`src/rtl/dmi_req_arb_if.sv`:
```
// Channel bundle for dmi_req_arb: two requester request/response pairs plus the
// request/response pair towards the debug module. "slave" is the arbiter's view.
interface dmi_req_arb_if #(
    parameter int TX_WIDTH = 41,
    parameter int RX_WIDTH = 34
);
    logic                r0_req_vld;
    logic [TX_WIDTH-1:0] r0_req_data;
    logic                r0_req_rdy;
    logic                r0_resp_vld;
    logic [RX_WIDTH-1:0] r0_resp_data;
    logic                r0_resp_rdy;

    logic                r1_req_vld;
    logic [TX_WIDTH-1:0] r1_req_data;
    logic                r1_req_rdy;
    logic                r1_resp_vld;
    logic [RX_WIDTH-1:0] r1_resp_data;
    logic                r1_resp_rdy;

    logic                dreq_vld;
    logic [TX_WIDTH-1:0] dreq_data;
    logic                dreq_rdy;
    logic                dresp_vld;
    logic [RX_WIDTH-1:0] dresp_data;
    logic                dresp_rdy;

    modport slave (
        input  r0_req_vld, r0_req_data, r0_resp_rdy,
        output r0_req_rdy, r0_resp_vld, r0_resp_data,
        input  r1_req_vld, r1_req_data, r1_resp_rdy,
        output r1_req_rdy, r1_resp_vld, r1_resp_data,
        output dreq_vld, dreq_data, dresp_rdy,
        input  dreq_rdy, dresp_vld, dresp_data
    );

    modport master (
        output r0_req_vld, r0_req_data, r0_resp_rdy,
        input  r0_req_rdy, r0_resp_vld, r0_resp_data,
        output r1_req_vld, r1_req_data, r1_resp_rdy,
        input  r1_req_rdy, r1_resp_vld, r1_resp_data,
        input  dreq_vld, dreq_data, dresp_rdy,
        output dreq_rdy, dresp_vld, dresp_data
    );
endinterface

```
`src/rtl/dmi_req_arb.sv`:
```
// Two-requester DMI arbiter: one outstanding transaction, alternating tie-break,
// response timeout with a saturating error counter.
module dmi_req_arb #(
    parameter int TX_WIDTH = 41,
    parameter int RX_WIDTH = 34,
    parameter int TIMEOUT  = 255
) (
    input  logic         cclk,
    input  logic         dev_rst_n,
    dmi_req_arb_if.slave bus,
    output logic         busy,
    output logic [7:0]   err_cnt
);
    localparam int                  NREQ     = 2;
    localparam logic [7:0]          TMO_LAST = 8'(TIMEOUT - 1);
    localparam logic [RX_WIDTH-1:0] TMO_RESP = RX_WIDTH'(2'b10);

    typedef enum logic [1:0] {S_IDLE, S_REQ, S_RESP, S_RET} state_e;

    state_e                        state_q, state_d, st_eff;
    logic                          last_gnt_q, last_gnt_d;
    logic                          gnt_q, gnt_d;
    logic [7:0]                    timer_q, timer_d;
    logic [7:0]                    err_cnt_q, err_cnt_d;
    logic                          dreq_vld_q, dreq_vld_d;
    logic [TX_WIDTH-1:0]           dreq_data_q, dreq_data_d;
    logic [NREQ-1:0]               resp_vld_q, resp_vld_d;
    logic [NREQ-1:0][RX_WIDTH-1:0] resp_data_q, resp_data_d;

    logic [NREQ-1:0]               req_vld, req_rdy, resp_rdy;
    logic [NREQ-1:0][TX_WIDTH-1:0] req_data;
    logic                          lg_eff, winner;
    logic                          req_hs, dreq_hs, dresp_rdy, dresp_hs, resp_hs;
    logic                          tmo, tmo_fire;

    assign req_vld  = {bus.r1_req_vld,  bus.r0_req_vld};
    assign req_data = {bus.r1_req_data, bus.r0_req_data};
    assign resp_rdy = {bus.r1_resp_rdy, bus.r0_resp_rdy};

    assign bus.r0_req_rdy   = req_rdy[0];
    assign bus.r1_req_rdy   = req_rdy[1];
    assign bus.r0_resp_vld  = resp_vld_q[0];
    assign bus.r1_resp_vld  = resp_vld_q[1];
    assign bus.r0_resp_data = resp_data_q[0];
    assign bus.r1_resp_data = resp_data_q[1];
    assign bus.dreq_vld     = dreq_vld_q;
    assign bus.dreq_data    = dreq_data_q;
    assign bus.dresp_rdy    = dresp_rdy;

    // While reset is held the handshake outputs already look like IDLE, even
    // before the first edge has cleared the registers.
    assign st_eff = dev_rst_n ? state_q : S_IDLE;
    assign lg_eff = dev_rst_n ? last_gnt_q : 1'b1;

    always_comb begin
        case (req_vld)
            2'b01:   winner = 1'b0;
            2'b10:   winner = 1'b1;
            default: winner = ~lg_eff;
        endcase
    end

    for (genvar i = 0; i < NREQ; i++) begin : g_rdy
        assign req_rdy[i] = (st_eff == S_IDLE) && (winner == 1'(i));
    end

    assign req_hs    = |(req_vld & req_rdy);
    assign dreq_hs   = dreq_vld_q & bus.dreq_rdy;
    assign dresp_rdy = (st_eff != S_REQ);
    assign dresp_hs  = bus.dresp_vld & dresp_rdy;
    assign resp_hs   = resp_vld_q[gnt_q] & resp_rdy[gnt_q];
    assign tmo       = (timer_q == TMO_LAST);
    // A handshake landing on the last timer cycle wins over the timeout.
    assign tmo_fire  = tmo && (((state_q == S_REQ)  && !dreq_hs) ||
                               ((state_q == S_RESP) && !dresp_hs));

    assign busy    = (st_eff != S_IDLE);
    assign err_cnt = err_cnt_q;

    always_ff @(posedge cclk) begin
        if (!dev_rst_n) state_q <= S_IDLE;
        else            state_q <= state_d;
    end

    always_comb begin
        state_d = state_q;
        case (state_q)
            S_IDLE:  if (req_hs) state_d = S_REQ;
            S_REQ:   if (dreq_hs) state_d = S_RESP;
                     else if (tmo_fire) state_d = S_RET;
            S_RESP:  if (dresp_hs || tmo_fire) state_d = S_RET;
            S_RET:   if (resp_hs) state_d = S_IDLE;
            default: state_d = S_IDLE;
        endcase
    end

    always_comb begin
        last_gnt_d  = last_gnt_q;
        gnt_d       = gnt_q;
        timer_d     = timer_q;
        err_cnt_d   = err_cnt_q;
        dreq_vld_d  = dreq_vld_q;
        dreq_data_d = dreq_data_q;
        resp_vld_d  = resp_vld_q;
        resp_data_d = resp_data_q;
        case (state_q)
            S_IDLE: begin
                if (req_hs) begin
                    dreq_data_d = req_data[winner];
                    dreq_vld_d  = 1'b1;
                    gnt_d       = winner;
                    last_gnt_d  = winner;
                    timer_d     = 8'd0;
                end
            end
            S_REQ: begin
                timer_d = timer_q + 8'd1;
                if (dreq_hs) begin
                    dreq_vld_d = 1'b0;
                    timer_d    = 8'd0;
                end
            end
            S_RESP: begin
                timer_d = timer_q + 8'd1;
                if (dresp_hs) begin
                    resp_data_d[gnt_q] = bus.dresp_data;
                    resp_vld_d[gnt_q]  = 1'b1;
                end
            end
            S_RET: begin
                if (resp_hs) resp_vld_d[gnt_q] = 1'b0;
            end
            default: ;
        endcase
        if (tmo_fire) begin
            dreq_vld_d         = 1'b0;
            resp_data_d[gnt_q] = TMO_RESP;
            resp_vld_d[gnt_q]  = 1'b1;
            err_cnt_d          = err_cnt_q + {7'd0, (err_cnt_q != 8'hFF)};
        end
    end

    always_ff @(posedge cclk) begin
        if (!dev_rst_n) begin
            last_gnt_q  <= 1'b1;
            gnt_q       <= 1'b0;
            timer_q     <= 8'd0;
            err_cnt_q   <= 8'd0;
            dreq_vld_q  <= 1'b0;
            dreq_data_q <= '0;
            resp_vld_q  <= '0;
            resp_data_q <= '0;
        end else begin
            last_gnt_q  <= last_gnt_d;
            gnt_q       <= gnt_d;
            timer_q     <= timer_d;
            err_cnt_q   <= err_cnt_d;
            dreq_vld_q  <= dreq_vld_d;
            dreq_data_q <= dreq_data_d;
            resp_vld_q  <= resp_vld_d;
            resp_data_q <= resp_data_d;
        end
    end
endmodule

```
`src/flat_wrapper.sv`:
```
// flat-port wrapper written by rule: the top's interface ports become plain ports
module dmi_req_arb_flat 
#(
    parameter int TX_WIDTH = 41,
    parameter int RX_WIDTH = 34,
    parameter int TIMEOUT  = 255
)
  (cclk, dev_rst_n, busy, err_cnt, bus_r0_req_vld, bus_r0_req_data, bus_r0_resp_rdy, bus_r0_req_rdy, bus_r0_resp_vld, bus_r0_resp_data, bus_r1_req_vld, bus_r1_req_data, bus_r1_resp_rdy, bus_r1_req_rdy, bus_r1_resp_vld, bus_r1_resp_data, bus_dreq_vld, bus_dreq_data, bus_dresp_rdy, bus_dreq_rdy, bus_dresp_vld, bus_dresp_data);
  dmi_req_arb_if #(.TX_WIDTH(TX_WIDTH), .RX_WIDTH(RX_WIDTH)) bus_i ();
  input  logic cclk;
  input  logic dev_rst_n;
  output logic busy;
  output logic [7:0] err_cnt;
  input wire logic [$bits(bus_i.r0_req_vld)-1:0] bus_r0_req_vld;
  input wire logic [$bits(bus_i.r0_req_data)-1:0] bus_r0_req_data;
  input wire logic [$bits(bus_i.r0_resp_rdy)-1:0] bus_r0_resp_rdy;
  output wire logic [$bits(bus_i.r0_req_rdy)-1:0] bus_r0_req_rdy;
  output wire logic [$bits(bus_i.r0_resp_vld)-1:0] bus_r0_resp_vld;
  output wire logic [$bits(bus_i.r0_resp_data)-1:0] bus_r0_resp_data;
  input wire logic [$bits(bus_i.r1_req_vld)-1:0] bus_r1_req_vld;
  input wire logic [$bits(bus_i.r1_req_data)-1:0] bus_r1_req_data;
  input wire logic [$bits(bus_i.r1_resp_rdy)-1:0] bus_r1_resp_rdy;
  output wire logic [$bits(bus_i.r1_req_rdy)-1:0] bus_r1_req_rdy;
  output wire logic [$bits(bus_i.r1_resp_vld)-1:0] bus_r1_resp_vld;
  output wire logic [$bits(bus_i.r1_resp_data)-1:0] bus_r1_resp_data;
  output wire logic [$bits(bus_i.dreq_vld)-1:0] bus_dreq_vld;
  output wire logic [$bits(bus_i.dreq_data)-1:0] bus_dreq_data;
  output wire logic [$bits(bus_i.dresp_rdy)-1:0] bus_dresp_rdy;
  input wire logic [$bits(bus_i.dreq_rdy)-1:0] bus_dreq_rdy;
  input wire logic [$bits(bus_i.dresp_vld)-1:0] bus_dresp_vld;
  input wire logic [$bits(bus_i.dresp_data)-1:0] bus_dresp_data;
  assign bus_i.r0_req_vld = bus_r0_req_vld;
  assign bus_i.r0_req_data = bus_r0_req_data;
  assign bus_i.r0_resp_rdy = bus_r0_resp_rdy;
  assign bus_r0_req_rdy = bus_i.r0_req_rdy;
  assign bus_r0_resp_vld = bus_i.r0_resp_vld;
  assign bus_r0_resp_data = bus_i.r0_resp_data;
  assign bus_i.r1_req_vld = bus_r1_req_vld;
  assign bus_i.r1_req_data = bus_r1_req_data;
  assign bus_i.r1_resp_rdy = bus_r1_resp_rdy;
  assign bus_r1_req_rdy = bus_i.r1_req_rdy;
  assign bus_r1_resp_vld = bus_i.r1_resp_vld;
  assign bus_r1_resp_data = bus_i.r1_resp_data;
  assign bus_dreq_vld = bus_i.dreq_vld;
  assign bus_dreq_data = bus_i.dreq_data;
  assign bus_dresp_rdy = bus_i.dresp_rdy;
  assign bus_i.dreq_rdy = bus_dreq_rdy;
  assign bus_i.dresp_vld = bus_dresp_vld;
  assign bus_i.dresp_data = bus_dresp_data;
  dmi_req_arb #(.TX_WIDTH(TX_WIDTH), .RX_WIDTH(RX_WIDTH), .TIMEOUT(TIMEOUT)) u_core (.cclk(cclk), .dev_rst_n(dev_rst_n), .bus(bus_i), .busy(busy), .err_cnt(err_cnt));
endmodule
```
`config.mk`:
```
export PLATFORM = sky130hd
export DESIGN_NAME = dmi_req_arb_flat
export DESIGN_NICKNAME = d
export VERILOG_FILES = /design/src/rtl/dmi_req_arb_if.sv /design/src/rtl/dmi_req_arb.sv /design/src/flat_wrapper.sv
export SDC_FILE = /design/constraint.sdc
export NUM_CORES = 1
export LEC_CHECK = 0
export BUFFER_PORTS_ARGS = -buffer_cell sky130_fd_sc_hd__buf_2
export CAP_MARGIN = 20
export CORE_MARGIN = 2
export CORE_UTILIZATION = 52
export CTS_BUF_LIST = sky130_fd_sc_hd__clkbuf_8
export DETAILED_ROUTE_END_ITERATION = 8
export PLACE_DENSITY = 0.9
export SETUP_SLACK_MARGIN = 0.15
export SLEW_MARGIN = 15
export SYNTH_ARGS = -nofsm -noshare
export SYNTH_HDL_FRONTEND = slang
export SYNTH_SLANG_ARGS = --single-unit
```
`constraint.sdc`:
```
create_clock -name cclk -period 3.5 [get_ports cclk]
set_input_delay 0.525 -clock cclk [delete_from_list [all_inputs] [get_ports cclk]]
set_output_delay 0.525 -clock cclk [all_outputs]
set_load 0.02 [all_outputs]
```
* Yosys cells after proc, flatten, opt, wreduce, memory -nomap -nowiden
Cells that the tools add are included.
Widths: inputs -> output; s select.
** Word-level totals
- Register bits :: 132
- Logic and storage cells :: 96
- Output and inout port bits :: 124
- Input port bits :: 124
** Operators by class
- Magnitude comparators :: 3
- Bitwise gates (word level) :: 14
- Muxes and demuxes :: 33
- Reduce and logical (&&, ||, !) cells :: 21
- Add/sub/neg operators :: 2
- Equality and inequality tests :: 13
** Operator list (count)
- $mux 68 :: 3
- $mux 41 :: 2
- $bwmux 68 :: 1
- $and 66x66->66 :: 1
- $not 66->66 :: 1
- $demux 34 s1 :: 1
- $mux 34 :: 1
- $pmux 8 s3 :: 1
- $mux 2 :: 9
- $mux 8 :: 2
- $add 8x1->8 :: 1
- $add 8x1->8 const B :: 1
- $eq 8x8->1 const B :: 1
- $mux 1 :: 8
- $ne 2x1->1 const B :: 4
- $ne 8x8->1 const B :: 1
- $pmux 2 s4 :: 1
- $eq 2x2->1 const B :: 3
- $logic_and 1x1->1 :: 6
- $or 2x2->2 :: 3
- $and 2x2->2 :: 2
- $eq 2x1->1 const B :: 2
- $logic_not 2->1 :: 2
- $lt 1x2->1 const B :: 2
- 17 further kinds :: 27

* Depth between registers and ports, before layout
- Word-level depth :: 10
- Depth in mapped cells :: 9
- Depth with buffers taken out :: 8

* Worst setup path before layout
No wires, ideal clock.
- Path type :: in2out
- Start point :: input port bus_r0_req_vld
- End point :: output port bus_r1_req_rdy
- Required time :: 2975 ps
- Slack :: 994 ps
- Arrival :: 1981 ps
- Cell stages on the path :: 7
- Cells stage by stage :: inv_1 -> ha_1 -> and3b_1 -> clkbuf_1 -> nor2_2 -> clkbuf_1 -> nor2_1
** Between the ends
- Cells in the longest elaborated chain, start to end :: 3
** RTL lines
- start, declared :: RTL line flat_wrapper.sv:14 : input wire logic [$bits(bus_i.r0_req_vld)-1:0] bus_r0_req_vld;
- $eq 2x2->1 / $eq 2x1->1 (equally long branches) :: RTL line dmi_req_arb.sv:56 : case (req_vld)
- $pmux 1 s2 * :: RTL line dmi_req_arb.sv:56
- $logic_and 1x1->1 * :: RTL line dmi_req_arb.sv:64 : assign req_rdy[i] = (st_eff == S_IDLE) && (winner == 1'(i));
- end, declared :: RTL line flat_wrapper.sv:23 : output wire logic [$bits(bus_i.r1_req_rdy)-1:0] bus_r1_req_rdy;
Every way passes the cells marked *; elsewhere a longest branch is shown, timed or not.

==> summary.txt <==
Status
  • Status: completed

Hold path
  • Hold wc startpoint: bus_dresp_data[28]
  • Worst Hold Class: primary input to flip-flop
  • Hold path depth: 2

Placed design
  • Placed cells: 947
  • Pre-CTS WS: 0.772 ns
  • Global placement routability congestion: 0.909
  • Post-DP HPWL: 10400 um
  • Port Buffer Count: 247
  • Dpl cell area: 6760 um^2

Routing
  • Pre-antenna DRT Iters: 5
  • DRC Markers: 0
  • First DRT Iteration DRCs: 346
  • WL final: 14500 um
  • Vias per cell: 5.37
  • Post-route antenna net violation count: 0
  • Avg WL per Cell: 14.8 um
  • Via count: 5253

Die
  • # IOs: 248
  • Row count: 37
  • Initial Utilization: 0.532
  • Chip width: 107 um
  • Core footprint: 10300 um^2
  • Die Height: 107 um
  • Die area: 11300 um^2

Clocking
  • CTS sink count: 132
  • Hold_buf cts: 0
  • Post-CTS setup buffers: 0
  • Clk Latency, worst-skew pair: 0.43 ns
  • Clk root buf: clkbuf_8
  • H-tree levels: 4
  • CTS tree: built
  • CTS resizes: 0
  • TritonCTS buffer count: 17
  • Worst-path clk slew: 0.09 ns
  • Clock buffer depth: 2

Power
  • Pwr/cell area: 673 nW/um^2
  • Pleak: 3.46 nW
  • Peak supply drop: 455 uV
  • Int Pwr: 0.00297 W
  • Power share of the sequential group: 0.392
  • Switching power: 0.00185 W
  • Combinational share of power: 0.337
  • Sw Share: 0.384
  • Clock power share: 0.271
  • Overall power: 0.00482 W

Global route
  • Largest net degree at the start of global routing: 58
  • Initial antenna violation count: 0
  • First-pass GRT wire length: 23100 um
  • Gr ovfl total: 0
  • Total global routing track utilization: 0.254
  • Vias in the first global route: 5017

Critical path
  • Delay-heaviest family, CP: simple AND/OR/NAND/NOR gates
  • Slowest stage delay, CP: 0.43 ns
  • CP Data Arrival Time: 2.87 ns
  • Startpoint class of the critical path: flip-flop
  • WP buf/inv: 2
  • Slowest CP cell: dfxtp_1
  • Setup crit end kind: flip-flop
  • Worst R2R Start: u_core.state_q[0]$_SDFFE_PN0P_
  • Crit-path cells: inv_1 > ha_1 > and4b_1 > nor3_4 > o21ai_0 > nor2_2 > buf_4 > a22o_1
  • Reg2reg path depth: 8
  • Worst Path Max Fanout: 32
  • Worst Path Required: 3.87 ns
  • Worst R2R Setup Slack: 1.0 ns
  • Critical path class: flip-flop to flip-flop

Yosys
  • YS warnings: 0
  • Synthesized cell area: 5470 um^2
  • Post-synthesis sequential area ratio: 0.483
  • Seq cells post-synth: 132
  • Unique masters post-synth: 50
  • Mapped Cells: 596
  • Cell taking the most area after synthesis: dfxtp_1
  • Synth top area cells: dfxtp_1 (48%), mux2i_1 (8.1%), nand2_1 (6.1%)
  • Area share of the largest cell type after synthesis: 0.483
  • Syn avg cell area: 9.17 um^2
  • Syn_nets: 730

Layout
  • Area Overhead vs Synth: 31.1%
  • Nets@finish: 964
  • Fill cells: 791
  • Diode count: 0
  • Final cell count without fillers: 979
  • Post-route cell area: 7170 um^2
  • Share of layout cells above drive strength 1: 0.361

Timing
  • Tmin final: 2.50 ns
  • Part of the cycle the worst path needs: 0.714
  • Least-Margin Pin Slew: 0.785 ns
  • Clk_skew: 0.00747 ns
  • Final Hold Fails: 0
  • RSZ-0062 raised after global routing: false
  • Slew Limit Fails: 0
  • Worst slew margin: 0.476
  • Final setup viols: 0
  • Max Fclk: 400 MHz
  • Worst setup slack after layout: 0.999 ns
  • Post-route setup TNS: 0 ns

Run
  • Max-cap violation count: 0
[kinds of logic after synthesis]
kind of cell,synth area share
mux,0.0806
buf+inv,0.0453
xor+xnor,0.00801
fa+ha+maj,0.0229
flops,0.483
simple gates,0.161
compound gates,0.199
[synth_stat cells (all sizes together)]
master / n
a211o: 2
a211oi: 42
a21boi: 1
a21o: 5
a21oi: 46
a221oi: 1
a22o: 32
a311oi: 1
a31oi: 5
and2: 1
and3: 3
and3b: 1
and4b: 1
buf: 24
clkbuf: 19
dfxtp: 132
ha: 10
inv: 11
mux2i: 44
nand2: 89
nand2b: 2
nand3: 10
nand3b: 2
nand4: 7
nor2: 61
nor2b: 4
nor3: 4
nor3b: 1
nor4: 2
nor4b: 1
o21a: 1
o21ai: 9
o22ai: 2
o31a: 1
o31ai: 4
o32ai: 1
or2: 4
or3: 2
or4: 3
xnor2: 5
[worst max-delay path by stage]
stage,depth (start not counted),end,startpoint,slack [ns]
3_5_place_dp,9,u_core.bus.dreq_data[27]$_SDFFE_PN0P_,bus_r0_req_vld,0.77
4_1_cts,8,flip-flop,u_core.state_q[0]$_SDFFE_PN0P_,1.03
5_1_grt,8,flip-flop,u_core.state_q[0]$_SDFFE_PN0P_,0.81
2_1_floorplan,7,bus_r1_req_rdy,bus_r0_req_vld,0.99
6_report,8,flip-flop,u_core.state_q[0]$_SDFFE_PN0P_,1.0
3_3_place_gp,8,u_core.bus.dreq_data[21]$_SDFFE_PN0P_,bus_r1_req_vld,0.94
[cell type report]
type / instances / area [um^2] / area share
multi-input cells: 410 / 2590 / 0.361
clock buffers: 17 / 234 / 0.0326
flip-flops and latches: 132 / 2640 / 0.369
well taps: 136 / 170 / 0.0237
repair buffers: 258 / 1320 / 0.184
clock inverters: 15 / 171 / 0.0239
inverters: 11 / 41.3 / 0.00576
[per-stage QoR]
stage                      util  hold slack [ns]
after floorplan               -            0.454
after global placement    0.658            0.435
after detailed placement  0.658            0.437
after CTS                 0.697            0.284
after global routing      0.697            0.290
final                     0.697            0.309
[layer usage]
layer / vias up / part of all wire / track usage
met5: - / 0 / 0
met4: 0 / 0.021 / 0.100
met3: 33 / 0.069 / 0.0723
met2: 201 / 0.51 / 0.445
met1: 2426 / 0.40 / 0.292
li1: 2593 / - / -
[power groups by stage]
stage / registers [W] / logic [W] / clock network [W]
5_1_grt: 0.00192 / 0.00178 / 0.00139
3_3_place_gp: 0.00192 / 0.00157 / 0
2_1_floorplan: 0.00217 / 0.000897 / 0
4_1_cts: 0.00189 / 0.00163 / 0.00133
3_5_place_dp: 0.00192 / 0.00162 / 0
6_report: 0.00189 / 0.00163 / 0.00131
[placed cells by master, fill, tap and decap left out, types with 3 or more instances in the layout]
cell	Yosys	routed
and3_1	3	3
a21o_1	5	5
o21ai_0	6	6
a21oi_1	46	46
nor2_1	60	57
nand3_1	10	10
ha_1	10	10
buf_4	4	11
clkinv_4	0	5
or4_1	3	3
nor3_1	3	3
nand4_1	7	7
mux2i_1	44	44
nor2b_1	4	4
a22o_1	32	32
dfxtp_1	132	132
xnor2_1	5	5
a31oi_1	5	5
nor2_2	1	3
buf_2	18	247
clkbuf_8	0	17
inv_6	0	5
o31ai_1	4	4
a211oi_1	41	41
nand2_1	89	89
inv_1	11	11
or2_2	3	3
Power figures use the tool's default switching activity.
